===== src/rtl/reservation_station_pkg.sv =====
// Shared ROB tag / operand types and sizes for the RS block.
// Same widths as the decoder and ROB use.
package reservation_station_pkg;
  localparam int RS_SIZE  = 16;
  localparam int TAG_W    = 5;
  localparam int DATA_W   = 32;
  localparam int OPENUM_W = 6;
  localparam int IDX_W    = $clog2(RS_SIZE);
  localparam int CNT_W    = IDX_W + 1;

  typedef logic [TAG_W-1:0]    tag_t;
  typedef logic [DATA_W-1:0]   data_t;
  typedef logic [OPENUM_W-1:0] op_t;

  localparam tag_t TAG_NONE = '0;

  typedef struct packed {
    tag_t  tag;
    data_t val;
  } opnd_t;

  typedef struct packed {
    logic  valid;
    tag_t  tag;
    data_t val;
  } bcast_t;

  function automatic opnd_t snoop(
    opnd_t  o,
    bcast_t a,
    bcast_t l
  );
    opnd_t r;
    r = o;
    if (o.tag != TAG_NONE) begin
      if (a.valid && a.tag == o.tag) begin
        r.tag = TAG_NONE;
        r.val = a.val;
      end else if (l.valid && l.tag == o.tag) begin
        r.tag = TAG_NONE;
        r.val = l.val;
      end
    end
    return r;
  endfunction
endpackage


===== src/rtl/reservation_station_if.sv =====
// Issue, result broadcast and dispatch bundle of the RS.
// master = decoder/ALU side, slave = reservation station.
interface reservation_station_if;
  import reservation_station_pkg::*;

  logic  issue_valid;
  op_t   issue_openum;
  data_t issue_rs1_val;
  tag_t  issue_rs1_tag;
  data_t issue_rs2_val;
  tag_t  issue_rs2_tag;
  data_t issue_imm;
  data_t issue_pc;
  tag_t  issue_rob_pos;

  logic  alu_res_valid;
  tag_t  alu_res_tag;
  data_t alu_res_val;
  logic  lsb_res_valid;
  tag_t  lsb_res_tag;
  data_t lsb_res_val;

  logic  rs_full;
  logic  alu_enable;
  op_t   alu_openum;
  data_t alu_val1;
  data_t alu_val2;
  data_t alu_imm;
  data_t alu_pc;
  tag_t  alu_rob_pos;

  modport master (
    output issue_valid, issue_openum,
    output issue_rs1_val, issue_rs1_tag,
    output issue_rs2_val, issue_rs2_tag,
    output issue_imm, issue_pc, issue_rob_pos,
    output alu_res_valid, alu_res_tag, alu_res_val,
    output lsb_res_valid, lsb_res_tag, lsb_res_val,
    input  rs_full, alu_enable, alu_openum,
    input  alu_val1, alu_val2, alu_imm,
    input  alu_pc, alu_rob_pos
  );

  modport slave (
    input  issue_valid, issue_openum,
    input  issue_rs1_val, issue_rs1_tag,
    input  issue_rs2_val, issue_rs2_tag,
    input  issue_imm, issue_pc, issue_rob_pos,
    input  alu_res_valid, alu_res_tag, alu_res_val,
    input  lsb_res_valid, lsb_res_tag, lsb_res_val,
    output rs_full, alu_enable, alu_openum,
    output alu_val1, alu_val2, alu_imm,
    output alu_pc, alu_rob_pos
  );
endinterface


===== src/rtl/rs_lowest_pick.sv =====
// Lowest-index priority picker over a request vector.
// Used for both free-slot and ready-slot selection.
module rs_lowest_pick #(
  parameter int N = 16,
  parameter int W = $clog2(N)
) (
  input  logic [N-1:0] req,
  output logic         found,
  output logic [W-1:0] idx
);
  // scan high to low so the lowest set bit wins
  always_comb begin
    found = 1'b0;
    idx   = '0;
    for (int i = N - 1; i >= 0; i--) begin
      if (req[i]) begin
        found = 1'b1;
        idx   = W'(i);
      end
    end
  end
endmodule


===== src/rtl/reservation_station.sv =====
// ALU reservation station: holds issued ops until operands
// arrive, then dispatches the lowest ready entry each cycle.
module reservation_station (
  input logic clk,
  input logic rst,
  input logic rdy,
  input logic clr,
  reservation_station_if.slave bus
);
  import reservation_station_pkg::*;

  logic [RS_SIZE-1:0] busy;
  op_t   op   [RS_SIZE];
  opnd_t o1   [RS_SIZE];
  opnd_t o2   [RS_SIZE];
  data_t imm  [RS_SIZE];
  data_t pc   [RS_SIZE];
  tag_t  rob  [RS_SIZE];

  opnd_t w1 [RS_SIZE];
  opnd_t w2 [RS_SIZE];
  opnd_t in1;
  opnd_t in2;
  bcast_t ab;
  bcast_t lb;

  logic [RS_SIZE-1:0] ready;
  logic               free_found;
  logic               rdy_found;
  logic [IDX_W-1:0]   free_idx;
  logic [IDX_W-1:0]   rdy_idx;
  logic               issue_ok;
  logic [CNT_W-1:0]   cnt;
  logic [CNT_W-1:0]   cnt_next;

  logic  full;
  logic  alu_enable;
  op_t   alu_openum;
  data_t alu_val1;
  data_t alu_val2;
  data_t alu_imm;
  data_t alu_pc;
  tag_t  alu_rob_pos;

  assign ab = '{bus.alu_res_valid, bus.alu_res_tag, bus.alu_res_val};
  assign lb = '{bus.lsb_res_valid, bus.lsb_res_tag, bus.lsb_res_val};

  // operand snoop for stored entries and the incoming op
  always_comb begin
    in1 = snoop(opnd_t'{bus.issue_rs1_tag, bus.issue_rs1_val}, ab, lb);
    in2 = snoop(opnd_t'{bus.issue_rs2_tag, bus.issue_rs2_val}, ab, lb);
    for (int i = 0; i < RS_SIZE; i++) begin
      w1[i] = snoop(o1[i], ab, lb);
      w2[i] = snoop(o2[i], ab, lb);
    end
  end

  // ready vector and occupancy after this edge
  always_comb begin
    cnt = '0;
    for (int i = 0; i < RS_SIZE; i++) begin
      ready[i] = busy[i] && o1[i].tag == TAG_NONE
                 && o2[i].tag == TAG_NONE;
      cnt = cnt + CNT_W'(busy[i]);
    end
    issue_ok = bus.issue_valid && free_found;
    cnt_next = cnt + CNT_W'(issue_ok) - CNT_W'(rdy_found);
  end

  rs_lowest_pick #(.N(RS_SIZE)) u_free (
    .req   (~busy),
    .found (free_found),
    .idx   (free_idx)
  );

  rs_lowest_pick #(.N(RS_SIZE)) u_ready (
    .req   (ready),
    .found (rdy_found),
    .idx   (rdy_idx)
  );

  // entry state, wakeup, dispatch and issue
  always_ff @(posedge clk) begin
    if (rst) begin
      busy        <= '0;
      full        <= 1'b0;
      alu_enable  <= 1'b0;
      alu_openum  <= '0;
      alu_val1    <= '0;
      alu_val2    <= '0;
      alu_imm     <= '0;
      alu_pc      <= '0;
      alu_rob_pos <= '0;
    end else if (rdy) begin
      if (clr) begin
        busy       <= '0;
        full       <= 1'b0;
        alu_enable <= 1'b0;
      end else begin
        for (int i = 0; i < RS_SIZE; i++) begin
          if (busy[i]) begin
            o1[i] <= w1[i];
            o2[i] <= w2[i];
          end
        end
        alu_enable <= rdy_found;
        if (rdy_found) begin
          busy[rdy_idx] <= 1'b0;
          alu_openum    <= op[rdy_idx];
          alu_val1      <= o1[rdy_idx].val;
          alu_val2      <= o2[rdy_idx].val;
          alu_imm       <= imm[rdy_idx];
          alu_pc        <= pc[rdy_idx];
          alu_rob_pos   <= rob[rdy_idx];
        end
        if (issue_ok) begin
          busy[free_idx] <= 1'b1;
          op[free_idx]   <= bus.issue_openum;
          o1[free_idx]   <= in1;
          o2[free_idx]   <= in2;
          imm[free_idx]  <= bus.issue_imm;
          pc[free_idx]   <= bus.issue_pc;
          rob[free_idx]  <= bus.issue_rob_pos;
        end
        full <= cnt_next >= CNT_W'(RS_SIZE - 1);
      end
    end
  end

  assign bus.rs_full     = full;
  assign bus.alu_enable  = alu_enable;
  assign bus.alu_openum  = alu_openum;
  assign bus.alu_val1    = alu_val1;
  assign bus.alu_val2    = alu_val2;
  assign bus.alu_imm     = alu_imm;
  assign bus.alu_pc      = alu_pc;
  assign bus.alu_rob_pos = alu_rob_pos;
endmodule


===== src/flat_wrapper.sv =====
// flat-port wrapper written by rule: the top's interface ports become plain ports
module reservation_station_flat import reservation_station_pkg::*;
  (clk, rst, rdy, clr, bus_issue_valid, bus_issue_openum, bus_issue_rs1_val, bus_issue_rs1_tag, bus_issue_rs2_val, bus_issue_rs2_tag, bus_issue_imm, bus_issue_pc, bus_issue_rob_pos, bus_alu_res_valid, bus_alu_res_tag, bus_alu_res_val, bus_lsb_res_valid, bus_lsb_res_tag, bus_lsb_res_val, bus_rs_full, bus_alu_enable, bus_alu_openum, bus_alu_val1, bus_alu_val2, bus_alu_imm, bus_alu_pc, bus_alu_rob_pos);
  reservation_station_if bus_i ();
  input logic clk;
  input logic rst;
  input logic rdy;
  input logic clr;
  input wire logic [$bits(bus_i.issue_valid)-1:0] bus_issue_valid;
  input wire logic [$bits(bus_i.issue_openum)-1:0] bus_issue_openum;
  input wire logic [$bits(bus_i.issue_rs1_val)-1:0] bus_issue_rs1_val;
  input wire logic [$bits(bus_i.issue_rs1_tag)-1:0] bus_issue_rs1_tag;
  input wire logic [$bits(bus_i.issue_rs2_val)-1:0] bus_issue_rs2_val;
  input wire logic [$bits(bus_i.issue_rs2_tag)-1:0] bus_issue_rs2_tag;
  input wire logic [$bits(bus_i.issue_imm)-1:0] bus_issue_imm;
  input wire logic [$bits(bus_i.issue_pc)-1:0] bus_issue_pc;
  input wire logic [$bits(bus_i.issue_rob_pos)-1:0] bus_issue_rob_pos;
  input wire logic [$bits(bus_i.alu_res_valid)-1:0] bus_alu_res_valid;
  input wire logic [$bits(bus_i.alu_res_tag)-1:0] bus_alu_res_tag;
  input wire logic [$bits(bus_i.alu_res_val)-1:0] bus_alu_res_val;
  input wire logic [$bits(bus_i.lsb_res_valid)-1:0] bus_lsb_res_valid;
  input wire logic [$bits(bus_i.lsb_res_tag)-1:0] bus_lsb_res_tag;
  input wire logic [$bits(bus_i.lsb_res_val)-1:0] bus_lsb_res_val;
  output wire logic [$bits(bus_i.rs_full)-1:0] bus_rs_full;
  output wire logic [$bits(bus_i.alu_enable)-1:0] bus_alu_enable;
  output wire logic [$bits(bus_i.alu_openum)-1:0] bus_alu_openum;
  output wire logic [$bits(bus_i.alu_val1)-1:0] bus_alu_val1;
  output wire logic [$bits(bus_i.alu_val2)-1:0] bus_alu_val2;
  output wire logic [$bits(bus_i.alu_imm)-1:0] bus_alu_imm;
  output wire logic [$bits(bus_i.alu_pc)-1:0] bus_alu_pc;
  output wire logic [$bits(bus_i.alu_rob_pos)-1:0] bus_alu_rob_pos;
  assign bus_i.issue_valid = bus_issue_valid;
  assign bus_i.issue_openum = bus_issue_openum;
  assign bus_i.issue_rs1_val = bus_issue_rs1_val;
  assign bus_i.issue_rs1_tag = bus_issue_rs1_tag;
  assign bus_i.issue_rs2_val = bus_issue_rs2_val;
  assign bus_i.issue_rs2_tag = bus_issue_rs2_tag;
  assign bus_i.issue_imm = bus_issue_imm;
  assign bus_i.issue_pc = bus_issue_pc;
  assign bus_i.issue_rob_pos = bus_issue_rob_pos;
  assign bus_i.alu_res_valid = bus_alu_res_valid;
  assign bus_i.alu_res_tag = bus_alu_res_tag;
  assign bus_i.alu_res_val = bus_alu_res_val;
  assign bus_i.lsb_res_valid = bus_lsb_res_valid;
  assign bus_i.lsb_res_tag = bus_lsb_res_tag;
  assign bus_i.lsb_res_val = bus_lsb_res_val;
  assign bus_rs_full = bus_i.rs_full;
  assign bus_alu_enable = bus_i.alu_enable;
  assign bus_alu_openum = bus_i.alu_openum;
  assign bus_alu_val1 = bus_i.alu_val1;
  assign bus_alu_val2 = bus_i.alu_val2;
  assign bus_alu_imm = bus_i.alu_imm;
  assign bus_alu_pc = bus_i.alu_pc;
  assign bus_alu_rob_pos = bus_i.alu_rob_pos;
  reservation_station u_core (.clk(clk), .rst(rst), .rdy(rdy), .clr(clr), .bus(bus_i));
endmodule

===== config.mk =====
export PLATFORM = sky130hd
export DESIGN_NAME = reservation_station_flat
export DESIGN_NICKNAME = d
export VERILOG_FILES = /design/src/rtl/reservation_station_pkg.sv /design/src/rtl/reservation_station_if.sv /design/src/rtl/rs_lowest_pick.sv /design/src/rtl/reservation_station.sv /design/src/flat_wrapper.sv
export SDC_FILE = /design/constraint.sdc
export NUM_CORES = 2
export LEC_CHECK = 0
export CORE_ASPECT_RATIO = 2
export CORE_MARGIN = 8
export CORE_UTILIZATION = 48
export DETAILED_ROUTE_END_ITERATION = 10
export DONT_BUFFER_PORTS = 1
export PLACE_DENSITY = 0.63
export SYNTH_ARGS = -nofsm -noshare
export SYNTH_HDL_FRONTEND = slang
export SYNTH_SLANG_ARGS = --single-unit
export TNS_END_PERCENT = 20

===== constraint.sdc =====
create_clock -name clk -period 9.9 [get_ports clk]
set_clock_uncertainty 0.15 [all_clocks]
set_input_delay 0.99 -clock clk [delete_from_list [all_inputs] [get_ports clk]]
set_output_delay 0.99 -clock clk [all_outputs]
set_load 0.03 [all_outputs]

# Word-level counts from Yosys, hierarchy flattened
# Memories as Yosys holds them, arrays and structs flattened. A register that Yosys moved wholly into a read port is not among the register bits.
# Cells that the tools add are included.
op_classes:
  add_sub_neg: 17
  multipliers: 0
  div_mod_pow: 0
  n_lt_le_gt_ge: 5
  eq_ne: 68
  shift: 0
  mux: 263
  n_bitwise: 5
  n_reduce_logical: 170
op_table:
  columns: ["op", "n"]
  rows:
  - ["37-bit 2-to-1 mux", 102]
  - ["5-bit equality test", 68]
  - ["5-bit nonzero test", 34]
  - ["5-bit zero test", 32]
  - ["4-bit 2-to-1 mux", 32]
  - ["1-bit 2-to-1 mux", 121]
  - ["1-bit logical AND", 103]
  - ["16-bit 2-to-1 mux", 6]
  - ["5-bit by 1-bit adder with 5-bit output", 15]
  - ["16-bit inverter", 2]
  - ["16-bit bitwise AND", 1]
  - ["16-bit OR", 1]
  - ["4-bit by 5-bit < comparator with 1-bit output (second input constant)", 2]
  - ["1-bit demux with 4-bit select", 2]
  - ["4-bit by 1-bit >= comparator with 1-bit output (second input constant)", 2]
  - ["5-bit by 4-bit >= comparator with 1-bit output (second input constant)", 1]
  - ["5-bit by 1-bit subtractor with 5-bit output", 1]
  - ["3-bit AND reduction", 1]
  - ["1-bit by 1-bit adder with 2-bit output", 1]
  - ["1-bit inverter", 1]
totals:
  reg_bits: 18
  latchBits: 0
  mem_bits_rw: 2384
  rom_bits: 0
  output_inout_bits: 141
  elab_cells: 537
  memories: 6
mem_list:
  columns: ["name", "depth", "word_bits", "read_ports", "rd_clocked_by_memory_dff", "wr", "line", "text"]
  rows:
  - ["u_core.o1", 16, 37, 17, 1, 17, "reservation_station.sv:14", "opnd_t o1 [RS_SIZE];"]
  - ["u_core.o2", 16, 37, 17, 1, 17, "reservation_station.sv:15", "opnd_t o2 [RS_SIZE];"]
  - ["u_core.imm", 16, 32, 1, 1, 1, "reservation_station.sv:16", "data_t imm [RS_SIZE];"]
  - ["u_core.pc", 16, 32, 1, 1, 1, "reservation_station.sv:17", "data_t pc [RS_SIZE];"]
  - ["u_core.op", 16, 6, 1, 1, 1, "reservation_station.sv:13", "op_t op [RS_SIZE];"]
  - ["u_core.rob", 16, 5, 1, 1, 1, "reservation_station.sv:18", "tag_t rob [RS_SIZE];"]

# Longest topological paths before layout
# An unclocked memory read counts as a cell.
depth:
  depth_word: 33
  depth_mapped: 19
  depth_no_buf: 19

# Hierarchy
# From an unflattened synthesis, not the netlist that was laid out.
unflattened:
  cells_unflattened: 8518
  hier_area_um2: 123992.7
modules_own_cells:
  columns: ["mod", "instances", "cells_each", "area_each_um2"]
  rows:
  - ["reservation_station", 1, 8452, 123634.8]
  - ["rs_lowest_pick", 2, 33, 178.9]

# Worst setup path after synthesis
# No wires, ideal clock.
synth_timing:
  kind: "input port to flip-flop"
  start: "in bus_alu_res_tag[3]"
  end: "mem u_core.o1[14][0] in the netlist's numbering (enable)"
  t_arrival_ns: 5.862
  setup_slack_ns: 3.400
  cell_stages: 10
  path_cell_list: "clkbuf_1 clkbuf_1 buf_2 xor2_1 nor4_1 and3_1 clkbuf_1 clkbuf_1 a31oi_1 o31ai_1"
synth_lines:
  columns: ["element", "line", "text"]
  rows:
  - ["start: declaration", "flat_wrapper.sv:19", "input wire logic [$bits(bus_i.alu_res_tag)-1:0] bus_alu_res_tag;"]
  - ["end: declaration", "reservation_station.sv:14", null]

==> key figures <==
Floorplan
  • DIE HEIGHT: 728 microns
  • # IOs: 371
  • Row cnt: 261
  • Starting Density: 48.2%
  • Die width: 372 microns
  • CORE AREA: 252,000 sq um
  • Die footprint: 271,000 sq um

Yosys
  • Most common cell in the netlist: edfxtp_1
  • Syn nets: 10,400
  • Register area share after synthesis: 61.5%
  • Top cells by count, synth: 2,384 x edfxtp_1, 964 x clkbuf_1, 875 x nand2_1
  • Synthesized area per cell: 12.0 sq um
  • Top-area cell type share of the netlist area: 58.9%
  • Cell taking the most area after synthesis: edfxtp_1
  • Number of synthesized flops with an enable pin: 2,384
  • Asr flop ratio synth: 0%
  • Synth warnings: 0
  • Cells after Synth: 10,100
  • Cell Area, Synth: 122,000 sq um
  • Area contributors post-synth: edfxtp_1 59%, a211oi_1 4.3%, mux2_2 4.2%
  • Yosys reg bits: 2,541
  • Ys flop type: edfxtp_1
  • Library cells used by synthesis: 74

Clock tree
  • Max Buffers Root-to-Sink: 4
  • Clock buffer count from CTS: 225
  • CTS tree: yes
  • H-tree level count: 4
  • Clk root buf: clkbuf_16
  • Clk_lat worst skew: 0.94 ns
  • Clk sink count: 2,541
  • Clock transition at path regs: 0.07 ns
  • Post-CTS sizing: 0

Timing
  • Final period util: 64.0%
  • RSZ-0062 raised after global routing: no
  • Setup WS post-layout: 3.57 ns
  • Hold Slack: 0.0244 ns
  • Final TNS setup: 0 ns
  • Tmin final: 6.33 ns
  • # setup viols final: 0
  • Worst-margin pin slew: 1.45 ns
  • Slew margin rel.: 3.10%
  • Pins Over Slew Limit: 0
  • Hold Fails Final Rpt: 0
  • Fmax: 0.158 GHz

Routing
  • Vias: 94,500
  • DR WL/cell: 39.9 microns
  • Vias per Instance: 7.24
  • DRT antenna net count: 0
  • Post-route DRC: 0
  • Initial drt markers: 14,500
  • First-pass iteration count of the detailed router: 9
  • WL final: 521,000 microns

Outcome
  • Run status: completed

Power and ir drop
  • Clk pwr share: 42.3%
  • Seq pwr share: 53.6%
  • Power Dens Cells: 165 nW/um^2
  • Worst vdd ir: 0.136 mV
  • Leakage Power: 41.7 nW
  • Cell-internal power: 17.2 mW
  • Combinational Power Share: 4.2%
  • Switching share of power: 21.5%
  • P_sw: 4.72 mW

GRT
  • Initial antenna violation count: 41
  • Vias in the first global route: 92,100
  • Largest net degree at the start of global routing: 145
  • First-pass GRT wire length: 706,000 microns
  • Grt ovf: 0
  • Total GRT Usage: 37.0%

Critical path
  • CP max FO: 7
  • Worst EP arrival: 6.95 ns
  • CP Capture Type: flop
  • Nature of the critical path startpoint: flop
  • Worst path required time: 10.51 ns
  • Critical path type: flop to flop

Layout
  • Nets: 9,800
  • Register area: 74,700 sq um
  • Layout cells sized above 1: 13.0%
  • Area Overhead vs Synth: 9.27%
  • Multi-input logic area: 43,200 sq um
  • Fill cell count: 21,300
  • Core Util, Final: 52.7%

Place
  • Detailed placement HPWL: 288,000 microns
  • Number of port buffers: 0
  • Setup WS pre-CTS: 3.67 ns
  • RD Place Congestion: 0.965

Job
  • Max_cap viols: 0

Hold path
  • HP Class: input pin to flop
## flip-flops by register name, indices dropped and copies added, names as in the netlist, 16 cells and up
register / cells
u_core.busy: 16
u_core.pc: 512
u_core.bus.alu_imm: 32
u_core.bus.alu_val2: 32
u_core.bus.alu_val1: 32
u_core.op: 96
u_core.imm: 512
u_core.o2: 592
u_core.bus.alu_pc: 32
u_core.o1: 592
u_core.rob: 80
## through the flow
stage	power, mW	cell area (sq um)	cells
detailed placement	12.8	124000	12500
finish	22.0	133000	13100
global route	22.4	133000	13000
CTS	21.9	133000	13000
floorplan	12.7	122000	10100
global placement	12.8	124000	12500
## cell type report
type / count / area share (%)
Sequential cell: 2541 / 56.3
Timing Repair Buffer: 333 / 2.15
Tap cell: 3287 / 3.10
Clock buffer: 301 / 4.71
Antenna cell: 42 / 0.0791
Multi-Input combinational cell: 6408 / 32.6
Clock inverter: 107 / 0.947
Inverter: 38 / 0.175
## cells by family after synthesis
| family | after synthesis | share of synthesized area (%) |
|---|---|---|
| buffers and inverters | 1167 | 3.70 |
| and+or+nand+nor | 2388 | 9.83 |
| AOI/OAI and AO/OA | 3164 | 17.7 |
| adders and majority gates | 23 | 0.305 |
| DFF | 2541 | 61.5 |
| muxes | 490 | 4.51 |
| xor gates and xnor gates | 343 | 2.47 |
## routing by layer
metal / share of wire (%) / track usage [%] / vias up
met5: 0.033 / 0 / -
met4: 8.7 / 26.3 / 26
met3: 13 / 10.8 / 2325
met2: 46 / 59.4 / 7600
met1: 32 / 42.2 / 46900
li1: - / - / 37600
## cell usage in the layout (no fill, tap or decap), types with 35 or more instances in the layout
cell type,synthesis,layout
a211oi_1,700,700
a211oi_2,40,40
a21oi_1,762,760
a221o_1,35,35
a221oi_1,71,71
a222oi_1,129,129
a22o_1,108,108
a22oi_1,441,441
a31oi_1,105,104
buf_4,2,250
clkbuf_1,964,46
clkbuf_16,0,229
clkinv_2,0,41
dfxtp_1,157,157
diode_2,0,42
dlygate4sd3_1,0,68
edfxtp_1,2384,2384
mux2_2,453,453
nand2_1,875,866
nand3_1,103,101
nor2_1,381,370
nor2b_1,645,642
nor3_1,94,86
nor4_1,73,73
nor4bb_1,67,67
o2111ai_1,41,41
o21ai_0,422,421
o21ai_1,60,58
o22a_1,64,64
o22ai_1,66,51
xnor2_1,70,70
xor2_1,273,273
## worst max-delay path: stages (launching register included)
cell and delay [ns]:
edfxtp_1 0.43, or4_1 0.56, nor2_1 0.46, nand3_1 0.23, nand4_1 0.46, nor2_1 0.09, nand2_1 0.18, ha_1 0.27
fa_1 0.50, fa_1 0.43, fa_1 0.51, inv_1 0.05, fa_1 0.44, ha_1 0.23, fa_1 0.46, a21o_1 0.20
a21oi_1 0.17, xnor2_1 0.08, a41oi_1 0.18, o21ai_0 0.11
## repair_timing
action                    4_1_cts  5_1_grt
hold endpoints to repair      964        0
hold buffers                   68        0
buffers inserted                0        0
## power groups by stage
stage	Clock [mW]	Sequential (mW)	Combinational [mW]
floorplan	0	12.0	0.730
detailed placement	0	12.0	0.816
global placement	0	12.0	0.782
finish	9.28	11.8	0.919
CTS	9.28	11.8	0.896
global route	9.63	11.8	0.989
## path summary, 6_finish.rpt
kind | from | end | slack (ns) | depth (start not counted)
worst min-delay path | rst | u_core.bus.alu_pc[0] | 0.02 | 1
worst min register to register | u_core.o1[1][10] | u_core.bus.alu_val1[10] | 0.38 | 2
worst max-delay path | u_core.o1[11][32] | u_core.bus.rs_full | 3.57 | 19
worst max register to register | u_core.o1[11][32] | u_core.bus.rs_full | 3.57 | 19
(Power assumes the default switching activity.)
